**src/rtl/resp_serializer_pkg.sv**
```systemverilog
// Shared types and constants for the response serializer.
package resp_serializer_pkg;

  // Serializer control states.
  typedef enum logic {
    SER_IDLE = 1'b0,
    SER_SEND = 1'b1
  } ser_state_t;

  // Maximum number of bytes in one ALU result.
  localparam int unsigned RESP_MAX_BYTES = 8;

endpackage

```
**src/rtl/resp_serializer_tx_out_reg.sv**
```systemverilog
// 8-bit ready/valid output register feeding the UART TX byte interface.
module tx_out_reg (
  input  logic       clk,
  input  logic       rst,
  input  logic       load_i,
  input  logic [7:0] data_i,
  input  logic       ready_i,
  output logic [7:0] data_o,
  output logic       valid_o,
  output logic       free_o
);

  logic [7:0] data_q;
  logic       valid_q;

  // Register can take a new byte when empty or being drained this cycle.
  always_comb begin
    free_o = ~valid_q | ready_i;
  end

  // Load on request, clear valid once consumed, hold while stalled.
  always_ff @(posedge clk) begin
    if (rst) begin
      data_q  <= '0;
      valid_q <= 1'b0;
    end else if (load_i) begin
      data_q  <= data_i;
      valid_q <= 1'b1;
    end else if (ready_i) begin
      valid_q <= 1'b0;
    end
  end

  assign data_o  = data_q;
  assign valid_o = valid_q;

endmodule

```
**src/rtl/resp_serializer.sv**
```systemverilog
// Merges echo bytes and LSB-first ALU results onto one registered TX byte stream.
module resp_serializer
  import resp_serializer_pkg::*;
#(
  parameter int unsigned RES_W = RESP_MAX_BYTES * 8
) (
  input  logic             clk,
  input  logic             rst,
  input  logic [RES_W-1:0] result_i,
  input  logic [3:0]       result_len_i,
  input  logic             result_valid_i,
  output logic             result_ready_o,
  input  logic [7:0]       echo_data_i,
  input  logic             echo_valid_i,
  output logic             echo_ready_o,
  output logic [7:0]       tx_data_o,
  output logic             tx_valid_o,
  input  logic             tx_ready_i,
  output logic             busy_o
);

  localparam int unsigned RES_BYTES = RES_W / 8;
  localparam int unsigned CNT_W     = $clog2(RES_BYTES + 1);

  ser_state_t       state_q, state_d;
  logic [RES_W-1:0] shift_q, shift_d;
  logic [CNT_W-1:0] cnt_q, cnt_d;
  logic [CNT_W-1:0] len_c;
  logic             or_free;
  logic             or_load;
  logic [7:0]       or_data;

  tx_out_reg u_out (
    .clk     (clk),
    .rst     (rst),
    .load_i  (or_load),
    .data_i  (or_data),
    .ready_i (tx_ready_i),
    .data_o  (tx_data_o),
    .valid_o (tx_valid_o),
    .free_o  (or_free)
  );

  // Clamp the requested length to the result width.
  always_comb begin
    if (int'(result_len_i) > int'(RES_BYTES)) len_c = CNT_W'(RES_BYTES);
    else                                      len_c = CNT_W'(result_len_i);
  end

  // Next-state, handshakes and output-register load selection.
  always_comb begin
    state_d        = state_q;
    shift_d        = shift_q;
    cnt_d          = cnt_q;
    or_load        = 1'b0;
    or_data        = '0;
    result_ready_o = 1'b0;
    echo_ready_o   = 1'b0;
    unique case (state_q)
      SER_IDLE: begin
        result_ready_o = 1'b1;
        echo_ready_o   = ~result_valid_i & or_free;
        if (result_valid_i) begin
          if (len_c != '0) begin
            // Byte 0 bypasses the shift register when the output is free,
            // so it reaches TX one cycle after acceptance.
            if (or_free) begin
              or_load = 1'b1;
              or_data = result_i[7:0];
              shift_d = result_i >> 8;
              cnt_d   = len_c - CNT_W'(1);
              state_d = (len_c == CNT_W'(1)) ? SER_IDLE : SER_SEND;
            end else begin
              shift_d = result_i;
              cnt_d   = len_c;
              state_d = SER_SEND;
            end
          end
        end else if (echo_valid_i && or_free) begin
          or_load = 1'b1;
          or_data = echo_data_i;
        end
      end
      SER_SEND: begin
        if (or_free) begin
          or_load = 1'b1;
          or_data = shift_q[7:0];
          shift_d = shift_q >> 8;
          cnt_d   = cnt_q - CNT_W'(1);
          if (cnt_q == CNT_W'(1)) state_d = SER_IDLE;
        end
      end
      default: state_d = SER_IDLE;
    endcase
  end

  // State, shift register and remaining-byte count.
  always_ff @(posedge clk) begin
    if (rst) begin
      state_q <= SER_IDLE;
      shift_q <= '0;
      cnt_q   <= '0;
    end else begin
      state_q <= state_d;
      shift_q <= shift_d;
      cnt_q   <= cnt_d;
    end
  end

  // Busy while result bytes are pending or a byte sits in the output register.
  always_comb begin
    busy_o = (state_q == SER_SEND) | tx_valid_o;
  end

endmodule

```
**config.mk**
```make
export PLATFORM = sky130hd
export DESIGN_NAME = resp_serializer
export DESIGN_NICKNAME = d
export VERILOG_FILES = /design/src/rtl/resp_serializer_pkg.sv /design/src/rtl/resp_serializer_tx_out_reg.sv /design/src/rtl/resp_serializer.sv
export SDC_FILE = /design/constraint.sdc
export NUM_CORES = 1
export LEC_CHECK = 0
export BUFFER_PORTS_ARGS = -buffer_cell sky130_fd_sc_hd__buf_4
export CORE_MARGIN = 1.5
export CORE_UTILIZATION = 50
export DETAILED_ROUTE_END_ITERATION = 12
export PLACE_DENSITY = 0.81
export SETUP_SLACK_MARGIN = 0.15
export SYNTH_ARGS = -nofsm -noshare
export SYNTH_HDL_FRONTEND = slang
export SYNTH_SLANG_ARGS = --single-unit
```
**constraint.sdc**
```tcl
create_clock -name clk -period 3.4 [get_ports clk]
set_input_delay 0.17 -clock clk [delete_from_list [all_inputs] [get_ports clk]]
set_output_delay 0.17 -clock clk [all_outputs]
set_load 0.01 [all_outputs]
```
==> flow_summary.yaml <==
synthesis:
  ys_ff_latch: 78
  synth_nets: 528
  synth_common_cells: "dfxtp_1, nand2_1, mux2i_1, a22o_1, o21ai_0"
  synth.distinct_cells: 40
  synth_top_area_share_pct: 39.0
  avgSynthCellArea_um2: 9.04
  synth_top_area_cell: "dfxtp_1"
  synth_top_family_by_area: "compound AO/OA/AOI/OAI gates"
  synthTopCellsByArea: "dfxtp_1, mux2i_1, a22o_1, o21ai_0, nand2_1"
  synthAdderAreaFrac_pct: 1.25
  synth_xor_area_share_pct: 0
  synth_ff_type: "dfxtp_1"
  synthArstFlopShare_pct: 0
  synthMuxAreaShare_pct: 14.2
  synth_warnings: 0
  synth_area_mm2: 0.00401
  seq_area_frac_synth_pct: 39.0
  synthesis.instances: 443
  synth.most_common_cell: "dfxtp_1"
  yosys.area_share.simple_pct: 11.5
  synth_compound_area_share_pct: 28.6
  synth_edf_count: 0
drt:
  drt_iter0_drc: 229
  highest_layer: "met4"
  m1WireLength_mm: 4.44
  wire_per_inst_um: 15.9
  ant_nets: 0
  drt-total-wl_mm: 9.78
  drt-pass1-iter-count: 4
  route.met2.wl_mm: 4.83
  wl_met3_um: 413
  num_vias: 3547
  drc: 0
  via_per_inst: 5.76
grt:
  grt.overflow.total: 0
  grt_max_degree: 121
  antenna_found_initial: 0
  grt_pass1_vias: 3406
  grtUsageTotal_pct: 23.1
  grt_pass1_wl_mm: 16.0
timing:
  final_max_slew_viol_count: 0
  period_share_pct: 61.3
  setup-violations-final: 0
  tns_ns: 0
  max_slew_margin_pct: 35.4
  rsz0062_at_grt: "false"
  fin_crit_ns: 2.08
  tightest_slew_ns: 0.969
  worst_slack_ns: 1.32
  hold_violations: 0
  fin_skew_ns: 0.0102
  fmax_mhz: 480
placement:
  dp_slack_ns: 1.03
  gp_congestion: 0.793
  port_buffers: 92
  hpwl_mm: 6.80
hold_path:
  hold_class: "in2reg"
  worstHoldPathCells: 3
  holdPathEnd: "shift_q[59]"
  hold_start: "result_i[59]"
clocking:
  ctsResizeCount: 0
  cts_setup_buffers: 0
  cts_tree: "done"
  cts_made_buffers: 9
  cts-root-buf: "clkbuf_8"
  clkTransAtPathRegs_ns: 0.08
  ctsHoldBuffers: 0
  cts_num_sinks: 78
  insertion_delay_ns: 0.35
  ctsLongestPathBuffers: 2
  htree_levels: 3
power_and_ir_drop:
  ir_drop_mv: 0.222
  power.internal_mw: 1.62
  pwr-share-comb_pct: 21.1
  p_sw_uw: 657
  power_density_mw_per_mm2: 462
  clkPwrFrac_pct: 32.5
  p_sw_share_pct: 28.9
  p_leak_nw: 1.96
  seq_power_share_pct: 46.4
die:
  die_w_um: 92.5
  die_h_um: 92.5
  placementRows: 32
  core-area_mm2: 0.00773
  start_util_pct: 51.8
  ioPinCount: 93
  dieArea_mm2: 0.00856
critical_path:
  worstReg2RegStart: "state_q"
  crit_arrival_ns: 2.33
  rr_endpoint: "shift_q[53]"
  cp_max_fo: 56
  reg2regPathDepth: 5
  crit_type: "reg2reg"
  worstSetupEndpointType: "register"
  regToRegSetupSlack_ns: 1.32
  critPathLaunchType: "register"
  required_ns: 3.64
  crit_path_start: "state_q"
cells_and_area:
  antenna_cells: 0
  nFillCells: 680
  final_nets: 594
  syn_to_final_growth_pct: 22.8
  layout-drive-gt1-share_pct: 23.9
job:
  cap_violations: 0
run_status:
  outcome: "finished clean"
per-layer routing:
| metal | vias up | global-route usage (%) |
|---|---|---|
| li1 | 1776 | - |
| met1 | 1685 | 31.1 |
| met2 | 77 | 38.0 |
| met3 | 9 | 3.78 |
| met4 | 0 | 6.92 |
| met5 | - | 0 |
layout by cell type (no fill, tap or decap), types with 2 or more instances in the layout:
cell / netlist / final
nand2_1: 61 / 61
clkbuf_8: 0 / 9
nor3_2: 1 / 2
a22o_1: 56 / 56
inv_1: 4 / 4
and3_1: 9 / 9
a22oi_1: 9 / 9
buf_4: 4 / 94
nand2b_1: 6 / 6
a21oi_1: 6 / 6
a221oi_1: 8 / 8
o21ai_0: 56 / 56
nor3_1: 3 / 2
a31oi_1: 2 / 2
a211o_1: 2 / 2
nor2b_1: 3 / 2
dfxtp_1: 78 / 77
nor2_1: 12 / 11
mux2i_1: 57 / 57
o211ai_1: 2 / 2
clkinvlp_4: 0 / 2
o2bb2ai_1: 8 / 8
buf_12: 0 / 2
ha_1: 4 / 4
power by group through the flow:
stage,registers (mW),logic [mW],clock network (mW)
3_5_place_dp,1.07,0.480,0
5_1_grt,1.06,0.533,0.788
4_1_cts,1.05,0.481,0.752
3_3_place_gp,1.07,0.465,0
6_report,1.05,0.480,0.739
2_1_floorplan,1.06,0.323,0
stage by stage:
stage               total power [mW]  util, %  area [µm²]  cells  hold slack (ns)
detailed placement              1.55     60.8        4700    600            0.428
global route                    2.38     63.6        4920    616           0.0640
floorplan                       1.38        -        4010    443            0.318
CTS                             2.29     63.6        4920    616           0.0605
finish                          2.27     63.6        4920    616           0.0685
global placement                1.53     60.8        4700    600            0.419
final cells by class:
type                    count  area [µm²]  area share (%)
multi-input cells         320        2250            45.7
flip-flops and latches     78        1570            31.8
repair buffers             96         746            15.2
clock buffers              10         149            3.03
well taps                 102         128            2.59
clock inverters             6        67.6            1.37
inverters                   4        15.0           0.305
critical path, cell delays in order (launching register included):
cell and delay [ns]:
dfxtp_4 0.41, nand2b_1 0.20, nor2_1 0.65, nor3_2 0.05, buf_4 0.33, a22o_1 0.30
sequential cells by signal, indices dropped and copies added, names as in the netlist:
signal,flops
cnt_q,4
u_out.data_o,8
state_q,1
shift_q,64
u_out.valid_o,1
logic make-up (layout without fill, tap and decap cells):
family / count (synthesis) / count (layout)
AO/OA/AOI/OAI: 157 / 157
buffers and inverters: 45 / 116
AND/OR/NAND/NOR: 102 / 102
multiplexers: 57 / 57
adder cells (fa/ha/maj): 4 / 4
flip-flops: 78 / 78
how the worst max path moves through the flow:
stage	endpoint	depth (start not counted)
global placement	shift_q[52]	8
floorplan	shift_q[15]	8
global route	shift_q[33]	5
detailed placement	shift_q[41]	8
finish	shift_q[53]	5
CTS	shift_q[53]	5
Note: power is estimated with default switching activity, not from simulation.
